$ cat src/rtl/onehot_rr_arbiter_if.sv
// ---------------------------------------------------------------------------
// onehot_rr_arbiter_if
// Handshake bundle between a set of requesters and the round-robin arbiter.
//   en          : arbitration enable (requester side -> arbiter)
//   req[N]      : level-sensitive request lines (requester side -> arbiter)
//   gnt_ready   : downstream accepts the current grant (-> arbiter)
//   gnt_valid   : a grant is held on gnt_onehot/gnt_idx (arbiter ->)
//   gnt_onehot  : registered one-hot grant, zero when gnt_valid=0
//   gnt_idx     : binary index of the granted bit, zero when gnt_valid=0
// Modports: slave = arbiter side, master = requester/downstream side.
// ---------------------------------------------------------------------------
interface onehot_rr_arbiter_if #(
  parameter int N = 16
);
  localparam int IDX_W = $clog2(N);

  logic             en;
  logic [N-1:0]     req;
  logic             gnt_ready;
  logic             gnt_valid;
  logic [N-1:0]     gnt_onehot;
  logic [IDX_W-1:0] gnt_idx;

  modport slave (
    input  en,
    input  req,
    input  gnt_ready,
    output gnt_valid,
    output gnt_onehot,
    output gnt_idx
  );

  modport master (
    output en,
    output req,
    output gnt_ready,
    input  gnt_valid,
    input  gnt_onehot,
    input  gnt_idx
  );
endinterface

$ cat src/rtl/onehot_rr_arbiter.sv
// ---------------------------------------------------------------------------
// onehot_rr_arbiter
// Round-robin arbiter producing a registered one-hot grant plus its binary
// index behind a valid/ready handshake. A rotating priority pointer advances
// past every accepted grant so each requester gets a fair turn.
// Ports:
//   clk  : clock, all state updates on the rising edge
//   rst  : synchronous active-high reset
//   bus  : onehot_rr_arbiter_if.slave (en, req, gnt_ready, gnt_valid,
//          gnt_onehot, gnt_idx)
// ---------------------------------------------------------------------------
module onehot_rr_arbiter #(
  parameter int N = 16
) (
  input  logic                  clk,
  input  logic                  rst,
  onehot_rr_arbiter_if.slave    bus
);
  localparam int IDX_W = $clog2(N);

  typedef enum logic {
    IDLE = 1'b0,
    HOLD = 1'b1
  } state_t;

  state_t           r_state;
  state_t           w_state_nxt;
  logic [IDX_W-1:0] r_ptr;
  logic [IDX_W-1:0] w_ptr_nxt;
  logic [IDX_W-1:0] r_gnt_idx;
  logic [IDX_W-1:0] w_gnt_idx_nxt;
  logic [N-1:0]     r_gnt_onehot;
  logic [N-1:0]     w_gnt_onehot_nxt;
  logic [IDX_W-1:0] w_start;
  logic [IDX_W-1:0] w_win;
  logic [N-1:0]     w_win_onehot;
  logic             w_found;
  logic             w_load;

  // Circular first-set search starting at 'start'. The index arithmetic
  // wraps naturally in IDX_W bits, which gives the s..N-1,0..s-1 order.
  function automatic logic [IDX_W:0] rr_search(
    input logic [N-1:0]     vec,
    input logic [IDX_W-1:0] start
  );
    logic             found;
    logic [IDX_W-1:0] win;
    logic [IDX_W-1:0] cand;
    found = 1'b0;
    win   = '0;
    for (int i = 0; i < N; i++) begin
      cand = start + IDX_W'(i);
      if (!found && vec[cand]) begin
        found = 1'b1;
        win   = cand;
      end
    end
    return {found, win};
  endfunction

  // While a grant is held the search for a back-to-back grant starts just
  // past the current winner, so the winner itself is lowest priority. In
  // IDLE the stored pointer already holds that position.
  always_comb begin
    w_start = (r_state == HOLD) ? (r_gnt_idx + IDX_W'(1)) : r_ptr;
  end

  always_comb begin
    {w_found, w_win} = rr_search(bus.req, w_start);
    w_win_onehot     = {{(N-1){1'b0}}, 1'b1} << w_win;
  end

  // Next-state and next-output logic
  always_comb begin
    w_state_nxt      = r_state;
    w_ptr_nxt        = r_ptr;
    w_gnt_idx_nxt    = r_gnt_idx;
    w_gnt_onehot_nxt = r_gnt_onehot;
    w_load           = bus.en && w_found;

    case (r_state)
      IDLE: begin
        if (w_load) begin
          w_state_nxt      = HOLD;
          w_gnt_idx_nxt    = w_win;
          w_gnt_onehot_nxt = w_win_onehot;
        end
      end
      HOLD: begin
        // Grant is sticky until accepted, regardless of req/en.
        if (bus.gnt_ready) begin
          w_ptr_nxt = r_gnt_idx + IDX_W'(1);
          if (w_load) begin
            w_gnt_idx_nxt    = w_win;
            w_gnt_onehot_nxt = w_win_onehot;
          end else begin
            w_state_nxt      = IDLE;
            w_gnt_idx_nxt    = '0;
            w_gnt_onehot_nxt = '0;
          end
        end
      end
      default: begin
        w_state_nxt      = IDLE;
        w_gnt_idx_nxt    = '0;
        w_gnt_onehot_nxt = '0;
      end
    endcase
  end

  // State register
  always_ff @(posedge clk) begin
    if (rst) begin
      r_state      <= IDLE;
      r_ptr        <= '0;
      r_gnt_idx    <= '0;
      r_gnt_onehot <= '0;
    end else begin
      r_state      <= w_state_nxt;
      r_ptr        <= w_ptr_nxt;
      r_gnt_idx    <= w_gnt_idx_nxt;
      r_gnt_onehot <= w_gnt_onehot_nxt;
    end
  end

  assign bus.gnt_valid  = (r_state == HOLD);
  assign bus.gnt_onehot = r_gnt_onehot;
  assign bus.gnt_idx    = r_gnt_idx;

endmodule

$ cat src/flat_wrapper.sv
// flat-port wrapper written by rule: the top's interface ports become plain ports
module onehot_rr_arbiter_flat 
#(
  parameter int N = 16
)
  (clk, rst, bus_en, bus_req, bus_gnt_ready, bus_gnt_valid, bus_gnt_onehot, bus_gnt_idx);
  onehot_rr_arbiter_if #(.N(N)) bus_i ();
  input  logic clk;
  input  logic rst;
  input wire logic [$bits(bus_i.en)-1:0] bus_en;
  input wire logic [$bits(bus_i.req)-1:0] bus_req;
  input wire logic [$bits(bus_i.gnt_ready)-1:0] bus_gnt_ready;
  output wire logic [$bits(bus_i.gnt_valid)-1:0] bus_gnt_valid;
  output wire logic [$bits(bus_i.gnt_onehot)-1:0] bus_gnt_onehot;
  output wire logic [$bits(bus_i.gnt_idx)-1:0] bus_gnt_idx;
  assign bus_i.en = bus_en;
  assign bus_i.req = bus_req;
  assign bus_i.gnt_ready = bus_gnt_ready;
  assign bus_gnt_valid = bus_i.gnt_valid;
  assign bus_gnt_onehot = bus_i.gnt_onehot;
  assign bus_gnt_idx = bus_i.gnt_idx;
  onehot_rr_arbiter #(.N(N)) u_core (.clk(clk), .rst(rst), .bus(bus_i));
endmodule
$ cat config.mk
export PLATFORM = sky130hd
export DESIGN_NAME = onehot_rr_arbiter_flat
export DESIGN_NICKNAME = d
export VERILOG_FILES = /design/src/rtl/onehot_rr_arbiter_if.sv /design/src/rtl/onehot_rr_arbiter.sv /design/src/flat_wrapper.sv
export SDC_FILE = /design/constraint.sdc
export NUM_CORES = 1
export LEC_CHECK = 0
export ABC_AREA = 1
export CAP_MARGIN = 0
export CORE_UTILIZATION = 35
export CTS_BUF_LIST = sky130_fd_sc_hd__clkbuf_8
export CTS_CLUSTER_DIAMETER = 100
export CTS_CLUSTER_SIZE = 20
export DETAILED_ROUTE_END_ITERATION = 8
export GPL_TIMING_DRIVEN = 0
export PLACE_DENSITY = 0.64
export SLEW_MARGIN = 10
export SYNTH_ARGS = -nofsm -noshare
export SYNTH_HDL_FRONTEND = slang
export SYNTH_SLANG_ARGS = --single-unit
$ cat constraint.sdc
create_clock -name clk -period 4.1 [get_ports clk]
set_clock_uncertainty 0.05 [all_clocks]
set_input_delay 0.41 -clock clk [delete_from_list [all_inputs] [get_ports clk]]
set_output_delay 0.41 -clock clk [all_outputs]
set_load 0.02 [all_outputs]
==> flow_summary.json <==
{
  "comb_power_share": 0.772,
  "clockPowerShare": 0.076,
  "route.detailed.drc": 0,
  "p_leak_nw": 2.29,
  "grt_usage": 0.229,
  "cts_tree": "done",
  "post_drt_wl_per_cell_um": 13.9,
  "gr-usage-met1": 0.313,
  "antenna_found_initial": 0,
  "nNetsFinal": 767,
  "grt_pass1_vias": 4088,
  "cp.required_ns": 4.25,
  "min_period_over_period": 0.955,
  "fmax_ghz": 0.255,
  "ys_seq_area_frac": 0.140,
  "cts.hold.buffers_added": 0,
  "std_cell_rows": 36,
  "clk_latency_ns": 0.27,
  "synth-edff-count": 0,
  "synth_cell_types": 42,
  "worst_pin_slew_ns": 0.675,
  "worst_path_most_repeated_cell": "nand2_2",
  "synth_compound_area_frac": 0.0793,
  "yosysTopAreaCell": "nand2_1",
  "grt_util_met3": 0.0373,
  "drt_wl_total_mm": 12.1,
  "synth-adder-area-share": 0.0280,
  "synth_area_per_cell_um2": 5.51,
  "ys.flop_type": "dfxtp_1",
  "synth_xor_area_frac": 0.0143,
  "first_pass_iters": 7,
  "cts_made_buffers": 3,
  "syn-num-nets": 678,
  "hold_viol": 0,
  "final_max_slew_viol_count": 0,
  "synthSimpleGateAreaFrac": 0.618,
  "drive_above_1_share": 0.228,
  "grt_max_degree": 16,
  "cp_slowest_cell": "dfxtp_4",
  "endpoint_kind": "register",
  "io_buffers": 40,
  "slew_headroom": 0.545,
  "finalSetupTns_ns": 0,
  "async_flop_share": 0,
  "finalSetupViolations": 0,
  "gp_congestion": 0.922,
  "grt_use_met2": 0.369,
  "cp_slowest_stage_delay_ns": 0.38,
  "ant_nets": 0,
  "power_density_nw_per_um2": 405,
  "initial_core_util": 0.363,
  "clock-sinks": 25,
  "cts.path.max_buffers": 2,
  "p_seq_frac": 0.152,
  "viasPerCell": 5.19,
  "die_area_um2": 10600,
  "synth_mux_area_frac": 0,
  "hold_path_class": "register to register",
  "yosysWarningCount": 0,
  "p_sw_frac": 0.540,
  "die-height_um": 103,
  "crit_type": "register to register",
  "p_int_mw": 0.907,
  "fin_cells": 871,
  "synth_top_family_by_area": "simple AND/OR/NAND/NOR gates",
  "top_usage_layer": "met2",
  "crit_path_start_kind": "register",
  "route.vias.total": 4522,
  "cts_root_buf": "clkbuf_8",
  "syn_inst": 650,
  "syn2layout_area_growth_pct": 36.1,
  "post-dp-hpwl_mm": 9.09,
  "path_max_fanout": 8,
  "first_iter_violations": 304,
  "synth.top_cells.by_area": "nand2_1 (22%), nand3_1 (19%), dfxtp_1 (14%)",
  "placed_cells": 823,
  "clk_pin_slew_ns": 0.09,
  "core_um2": 9860,
  "status": "completed",
  "grt_overflow_total": 0,
  "finalWorstPathRequiredPeriod_ns": 3.91,
  "ios": 41,
  "yosysMostFrequentCell": "nand2_1",
  "switchingPower_mw": 1.07,
  "cp_data_arrival_time_ns": 4.06,
  "die_width_um": 103,
  "synth-seq-cells": 25,
  "vdd_drop_max_mv": 0.244,
  "yosysTopAreaCellShare": 0.217,
  "fill_cells": 1020,
  "drv_cap": 0,
  "yosys-top-cells-count": "nand2_1 (207), nand3_1 (134), nor2_1 (70)",
  "syn_area_um2": 3580,
  "grt_pass1_wl_mm": 19.3,
  "cts_max_level": 1,
  "num_antenna_cells": 0
}
==> layout by cell type, fill, tap and decap left out, types with 6 or more instances in the layout <==
cell,count
nand2_1,186
nand3_1,128
nor2_1,67
inv_1,65
buf_4,43
clkdlybuf4s50_1,40
nand2_2,33
dfxtp_1,21
nand4_1,18
o21ai_0,12
a21oi_2,9
buf_6,8
a21oi_1,8
nand3_2,7
inv_2,7
nor2_4,7
nand2_4,6
buf_8,6
==> through the flow <==
step | instance area, um^2 | hold slack, ns | power (mW) | utilization | setup slack (ns)
2_1_floorplan | 3580 | 0.429 | 1.20 | - | 0.105
3_3_place_gp | 4150 | 0.417 | 1.52 | 0.421 | -0.650
3_5_place_dp | 4150 | 0.418 | 1.53 | 0.421 | -0.655
4_1_cts | 4280 | 0.441 | 1.71 | 0.434 | 0.00723
5_1_grt | 4870 | 0.454 | 2.14 | 0.494 | -0.0596
6_report | 4870 | 0.429 | 1.97 | 0.494 | 0.185
==> layout make-up <==
type                    instances  area, um^2  share of cell area
clock inverters                 1        7.51             0.00154
multi-input cells             529        2880               0.590
clock buffers                   3        41.3             0.00847
flip-flops and latches         25         513               0.105
inverters                      76         305              0.0626
repair buffers                 84         738               0.151
well taps                     133         166              0.0341
plain buffers                  20         226              0.0465
==> final timing paths <==
check / startpoint / to / slack, ns / cells past startpoint
worst max register to register: u_core.bus.gnt_idx[1] / u_core.bus.gnt_idx[2] / 0.19 / 26
worst min-delay path: u_core.bus.gnt_onehot[0] / u_core.bus.gnt_onehot[0] / 0.43 / 2
worst min register to register: u_core.bus.gnt_onehot[0] / u_core.bus.gnt_onehot[0] / 0.43 / 2
worst max-delay path: u_core.bus.gnt_idx[1] / u_core.bus.gnt_idx[2] / 0.19 / 26
==> logic make-up after synthesis <==
family,Yosys count
buffers and inverters,96
XOR/XNOR,5
AO/OA/AOI/OAI,42
adder cells (fa/ha/maj),8
AND/OR/NAND/NOR,474
flip-flops,25
==> metal layers <==
layer | wire length, um | vias up
met5 | 0 | -
met4 | 325 | 0
met3 | 806 | 28
met2 | 5490 | 162
met1 | 5520 | 2049
li1 | - | 2283
==> power groups by stage <==
| stage | clock network (mW) | registers, mW | logic (mW) |
|---|---|---|---|
| after floorplan | 0 | 0.324 | 0.876 |
| after detailed placement | 0 | 0.301 | 1.22 |
| final | 0.151 | 0.299 | 1.52 |
| after CTS | 0.158 | 0.300 | 1.26 |
| after global placement | 0 | 0.301 | 1.22 |
| after global routing | 0.163 | 0.304 | 1.67 |
==> registers in the layout (all words and copies together), names as in the netlist <==
signal / count
u_core.bus.gnt_valid: 1
u_core.bus.gnt_onehot: 16
u_core.bus.gnt_idx: 4
u_core.r_ptr: 4
==> worst max-delay path, delay by kind of cell, from the launching register on <==
kind                       cells  cell delay, ns
and+or+nand+nor               16            1.82
buffers and inverters          5            0.63
AOI/OAI and AO/OA              3            0.48
adders and majority gates      2            0.45
DFF                            1            0.38
==> repair_timing <==
| action | 4_1_cts | 5_1_grt |
|---|---|---|
| gates cloned | 0 | 1 |
| setup buffers | 2 | 41 |
| pin swaps | 2 | 39 |
| resized for setup | 18 | 78 |
| hold endpoints to repair | 0 | 0 |
| endpoints found under the setup margin | 21 | 20 |
Note: power is estimated with default switching activity, not from simulation.
